<file path="src/rtl/soc_membus_arbiter.sv">
// ---------------------------------------------------------------------------
// soc_membus_arbiter
//
// Purpose:
//   Shares a single memory bus slave port between two masters, m0 (UART
//   programming bridge) and m1 (CPU data port). One transaction runs at a
//   time. The granted master's request is mirrored onto mem_*, and valid and
//   read_data are routed back to that master only. A watchdog force-completes
//   transactions that the memory never acknowledges.
//
// Parameters:
//   RR_MODE        0: fixed priority, m0 wins ties; 1: round-robin on ties
//   TIMEOUT_CYCLES BUSY cycles before forced completion; 0 disables it
//
// Ports:
//   clk, res                 clock and asynchronous active-high reset
//   m0_* / m1_*              master-side bus: req, addr, write_en,
//                            write_data, byte_en in; read_data, valid out
//   mem_*                    memory-side bus: req, addr, write_en,
//                            write_data, byte_en out; read_data, valid in
//   grant                    one-hot owner (bit0 = m0, bit1 = m1), 00 idle
//   timeout_err              one-cycle pulse when the watchdog fires
// ---------------------------------------------------------------------------
module soc_membus_arbiter #(
    parameter logic        RR_MODE        = 1'b0,
    parameter int unsigned TIMEOUT_CYCLES = 1024
) (
    input  logic        clk,
    input  logic        res,

    input  logic        m0_req,
    input  logic [31:0] m0_addr,
    input  logic        m0_write_en,
    input  logic [31:0] m0_write_data,
    input  logic [3:0]  m0_byte_en,
    output logic [31:0] m0_read_data,
    output logic        m0_valid,

    input  logic        m1_req,
    input  logic [31:0] m1_addr,
    input  logic        m1_write_en,
    input  logic [31:0] m1_write_data,
    input  logic [3:0]  m1_byte_en,
    output logic [31:0] m1_read_data,
    output logic        m1_valid,

    output logic        mem_req,
    output logic [31:0] mem_addr,
    output logic        mem_write_en,
    output logic [31:0] mem_write_data,
    output logic [3:0]  mem_byte_en,
    input  logic [31:0] mem_read_data,
    input  logic        mem_valid,

    output logic [1:0]  grant,
    output logic        timeout_err
);

    typedef enum logic [1:0] {
        ST_IDLE = 2'b00,
        ST_BUSY = 2'b01
    } state_t;

    localparam logic        WD_EN   = (TIMEOUT_CYCLES != 0);
    localparam logic [31:0] TO_LAST = 32'(TIMEOUT_CYCLES) - 32'd1;

    state_t      state_q, state_d;
    logic [1:0]  grant_q, grant_d;
    // 1 = m1 was granted last. It also selects the mirrored master while BUSY.
    logic        last_grant_q, last_grant_d;
    logic [31:0] count_q, count_d;

    logic        busy;
    logic        owner_req;
    logic        owner_we;
    logic        timeout_hit;
    logic        done;
    logic        pick_m1;

    always_ff @(posedge clk or posedge res) begin
        if (res) begin
            state_q      <= ST_IDLE;
            grant_q      <= 2'b00;
            last_grant_q <= 1'b1;
            count_q      <= 32'd0;
        end else begin
            state_q      <= state_d;
            grant_q      <= grant_d;
            last_grant_q <= last_grant_d;
            count_q      <= count_d;
        end
    end

    // Mirror the owner's request fields and decide whether the current BUSY
    // cycle ends the transaction. A real valid takes precedence over the
    // watchdog, so the watchdog can only fire when mem_valid is low.
    always_comb begin
        busy        = (state_q == ST_BUSY);
        owner_req   = last_grant_q ? m1_req      : m0_req;
        owner_we    = last_grant_q ? m1_write_en : m0_write_en;
        timeout_hit = busy && WD_EN && (count_q >= TO_LAST) && !mem_valid;
        done        = busy && (mem_valid || timeout_hit);

        // The memory request is dropped in the watchdog cycle so that the
        // memory never sees a request the masters believe has completed.
        mem_req        = busy && owner_req && !timeout_hit;
        mem_write_en   = busy && owner_we;
        mem_addr       = last_grant_q ? m1_addr       : m0_addr;
        mem_write_data = last_grant_q ? m1_write_data : m0_write_data;
        mem_byte_en    = last_grant_q ? m1_byte_en    : m0_byte_en;

        m0_valid     = done && !last_grant_q;
        m1_valid     = done &&  last_grant_q;
        m0_read_data = (busy && !last_grant_q && mem_valid) ? mem_read_data : 32'h0;
        m1_read_data = (busy &&  last_grant_q && mem_valid) ? mem_read_data : 32'h0;

        grant       = grant_q;
        timeout_err = timeout_hit;
    end

    // Next-state logic. In IDLE a tie is resolved by RR_MODE; in BUSY the
    // watchdog counts until completion, which always returns to IDLE so there
    // is at least one idle cycle between transactions.
    always_comb begin
        state_d      = state_q;
        grant_d      = grant_q;
        last_grant_d = last_grant_q;
        count_d      = count_q;
        pick_m1      = 1'b0;

        case (state_q)
            ST_IDLE: begin
                if (m0_req || m1_req) begin
                    if (m0_req && m1_req) begin
                        pick_m1 = RR_MODE ? ~last_grant_q : 1'b0;
                    end else begin
                        pick_m1 = m1_req;
                    end
                    state_d      = ST_BUSY;
                    grant_d      = pick_m1 ? 2'b10 : 2'b01;
                    last_grant_d = pick_m1;
                    count_d      = 32'd0;
                end
            end
            ST_BUSY: begin
                if (done) begin
                    state_d = ST_IDLE;
                    grant_d = 2'b00;
                end else if (count_q != 32'hFFFF_FFFF) begin
                    count_d = count_q + 32'd1;
                end
            end
            default: begin
                state_d = ST_IDLE;
                grant_d = 2'b00;
            end
        endcase
    end

endmodule

</file>
<file path="config.mk">
export PLATFORM = sky130hd
export DESIGN_NAME = soc_membus_arbiter
export DESIGN_NICKNAME = d
export VERILOG_FILES = /design/src/rtl/soc_membus_arbiter.sv
export SDC_FILE = /design/constraint.sdc
export NUM_CORES = 1
export LEC_CHECK = 0
export ABC_AREA = 0
export CORE_AREA = 2 2 120 122
export CTS_BUF_LIST = sky130_fd_sc_hd__clkbuf_4
export CTS_CLUSTER_DIAMETER = 60
export DETAILED_ROUTE_END_ITERATION = 16
export DIE_AREA = 0 0 122 124
export MAX_ROUTING_LAYER = met4
export SLEW_MARGIN = 25
export SYNTH_ARGS = -nofsm -noshare
export SYNTH_HDL_FRONTEND = slang
export SYNTH_SLANG_ARGS = --single-unit
</file>
<file path="constraint.sdc">
create_clock -name clk -period 2.3 [get_ports clk]
set_input_delay 0.345 -clock clk [delete_from_list [all_inputs] [get_ports clk]]
set_output_delay 0.345 -clock clk [all_outputs]
set_load 0.1 [all_outputs]
</file>
==> impl_metrics.tcl <==
set metrics [dict create \
    result_of_the_run "completed" \
    core_region_area_um2 13700 \
    dp_cells 779 \
    share_of_the_yosys_chip_area_belonging_to_registers_pct 29.6 \
    via_per_inst 4.37 \
    cts_inserted_buffers 5 \
    switching_fraction_of_total_power_pct 57.2 \
    netlist.top_cell.by_area "sky130_fd_sc_hd__dfrtp_1" \
    clock-sinks 36 \
    num_rows 43 \
    vias 3503 \
    timing.critical_path.required_ns 1.96 \
    power_report.internal_total_uw 3280 \
    synth_top_cell_area_share_pct 28.7 \
    cp_top_family "simple AND/OR/NAND/NOR gates" \
    cp_common_cell "sky130_fd_sc_hd__and4_4" \
    drt-wirelength-per-cell_um 21.7 \
    synth.ff_latch_count 36 \
    placement.io_buffers 313 \
    final_antenna_net_count 0 \
    drc 0 \
    cts_max_path_buffers 2 \
    crit_chain "and4_4 > and4_4 > nor3_4 > buf_6 > a211oi_4 > buf_12" \
    total_iterations_of_the_first_detailed_routing_run 4 \
    max_slew_violations 0 \
    critPathCaptureType "output port" \
    cp_num_buf_inv 2 \
    postCtsHoldBufs 0 \
    power.clock.fraction_pct 5.9 \
    power_leakage_uw 0.00334 \
    final_util_pct 58.4 \
    synth-edff-count 0 \
    cp_class "flop to output port" \
    totalPowerFinal_uw 7670 \
    final-hold-violation-count 0 \
    number_of_h_tree_branching_levels 2 \
    synth.most_common_cell "sky130_fd_sc_hd__and2_1" \
    ys.warnings.count 0 \
    hp-class "primary input to asynchronous set/reset pin" \
    mapped_cell_area_um2 3050 \
    grt-ovfl-total 0 \
    fin_cells 802 \
    clock_latency_reported_for_the_late_side_of_the_worst_skew_pair_ns 0.35 \
    timing.critical_path.slowest_cell_delay_ns 0.43 \
    max_slew_margin_pct 65.3 \
    vdd_ir_drop_max_uv 630 \
    grt_setup_unrepaired "true" \
    finalWorstPathRequiredPeriod_ns 2.28 \
    async_reset_ff_share_pct 100 \
    drv_cap 0 \
    gr-usage-all-layers_pct 22.2 \
    tritoncts_clock_tree "done" \
    worst_path_max_delay_cell "sky130_fd_sc_hd__dfrtp_1" \
    final_net_count 794 \
    drt_iter0_drc 173 \
    regToRegSetupSlack_ns 0.24 \
    min_period_over_period_pct 99.0 \
    setup.worst_path.start_class "flop" \
    synth_instances 298 \
    synthesis.nets 474 \
    die_height_um 124 \
    place.detailed.hpwl_um 14800 \
    synth.top_cells.by_area "sky130_fd_sc_hd__dfrtp_1, sky130_fd_sc_hd__mux2_2, sky130_fd_sc_hd__and2_1" \
    gp_congestion 0.846 \
    initial_core_util_pct 22.2 \
    grt_pass1_wl_um 23600 \
    cellPowerDensity_nw_per_um2 956 \
    die_width_um 122 \
    grt_pass1_vias 3679 \
    finalClockSkew_ns 0.0170 \
    peak_fanout_along_the_critical_path 4 \
    design.portCount 314 \
    finalWirelength_um 17400 \
    ys_types 36 \
    seq_power_share_pct 9.6 \
    drive_above_1_share_pct 42.8 \
    area_of_the_die_um2 15100 \
    cts.reportedPaths.clkPinSlew_ns 0.12 \
    worst_slew_pin_tran_ns 0.516 \
    setup_viol_count_final 0 \
    postSynth.topFlopCell "sky130_fd_sc_hd__dfrtp_1" \
    cts_root_buffer "sky130_fd_sc_hd__clkbuf_4" \
    initial_antenna_violation_count 3 \
    ys_top_cells_by_count "sky130_fd_sc_hd__and2_1, sky130_fd_sc_hd__mux2_2, sky130_fd_sc_hd__dfrtp_1" \
    comb_power_share_pct 84.5 \
    grt_max_degree 42 \
    synth_area_per_cell_um2 10.2 \
    timing.critical_path.arrival_ns 1.93 \
    area_growth_syn_to_fin_pct 163 \
    max_freq_ghz 0.439 \
    power_spent_charging_and_discharging_nets_uw 4380 \
]
sequential cells by signal, indices dropped and copies added (netlist names):
signal / flops
grant: 2
count_q: 32
state_q: 1
last_grant_q: 1
metrics by stage:
stage          cell area (um2)  TNS, ns  hold slack, ns  setup slack (ns)
2_1_floorplan             3070  -0.0621           0.400           -0.0418
3_5_place_dp              7790        0           0.472             0.134
6_report                  8020        0           0.388            0.0234
3_3_place_gp              7790        0           0.464             0.140
4_1_cts                   7940  -0.0250           0.399           -0.0173
5_1_grt                   8020   -0.181           0.436           -0.0484
power by group through the flow:
stage / combinational (uW) / sequential [uW] / clock, uW
after floorplan: 3920 / 773 / 0
after global placement: 6450 / 752 / 0
after detailed placement: 6470 / 755 / 0
after CTS: 6520 / 729 / 457
after global routing: 6650 / 742 / 485
final: 6480 / 733 / 452
worst paths after layout:
check                          endpoint   startpoint  depth (start not counted)
setup / recovery               m0_valid   count_q[3]                          6
hold reg to reg             count_q[25]  count_q[25]                          1
min in group clk            count_q[25]  count_q[25]                          1
hold / removal              count_q[14]          res                          3
max in group asynchronous  last_grant_q          res                          3
setup reg to reg             count_q[1]  count_q[19]                          6
timing repair:
item | in CTS | in global routing
setup buffers | 7 | 5
cloned | 0 | 0
hold endpoints to repair | 0 | 0
endpoints found under the setup margin | 23 | 69
pin swaps | 3 | 4
gates resized for setup | 4 | 7
kinds of logic after synthesis:
logic type               after synthesis  synth area share [%]
AO/OA/AOI/OAI                         12                  2.79
adder cells (fa/ha/maj)                1                 0.410
buffers and inverters                 27                  5.42
flip-flops                            36                  29.6
multiplexers                          79                  28.7
AND/OR/NAND/NOR                      143                  33.1
metal layers:
metal  track usage, %  share of wire [%]  up-vias
li1                 -                  -     1666
met1             23.7                 35     1644
met2             38.4                 52      177
met3             9.80                 12       16
met4             4.38                1.5        0
met5                -                  0        -
tightest hold or removal path, delay by kind of cell:
kind / cells / cell delay (ns)
buffers and inverters: 3 / 0.84
cells in the final DEF (no fill, tap or decap), drive strengths merged:
master	n
clkinv	1
dfstp	1
o21a	1
mux2	68
nand4	4
o2bb2ai	1
dfrtp	35
and3	1
mux2i	11
nor3	2
or2b	2
and4b	1
nor4	15
nor2	5
nand2b	5
o41ai	1
clkinvlp	1
and4	2
and2b	1
nand3	3
o21ai	1
bufinv	1
and2	87
diode	3
inv	6
buf	160
clkdlybuf4s50	174
clkbuf	5
nand2	15
ha	1
a211oi	3
a21oi	4
a21o	1
layout make-up:
class / instances / area [um2]
fillers: 1127 / 5700
repair buffers: 334 / 4730
multi-input cells: 235 / 2040
flip-flops and latches: 36 / 907
well taps: 180 / 225
clock inverters: 3 / 42.5
clock buffers: 5 / 37.5
inverters: 6 / 22.5
diodes: 3 / 7.51
Power figures use the tool's default switching activity.
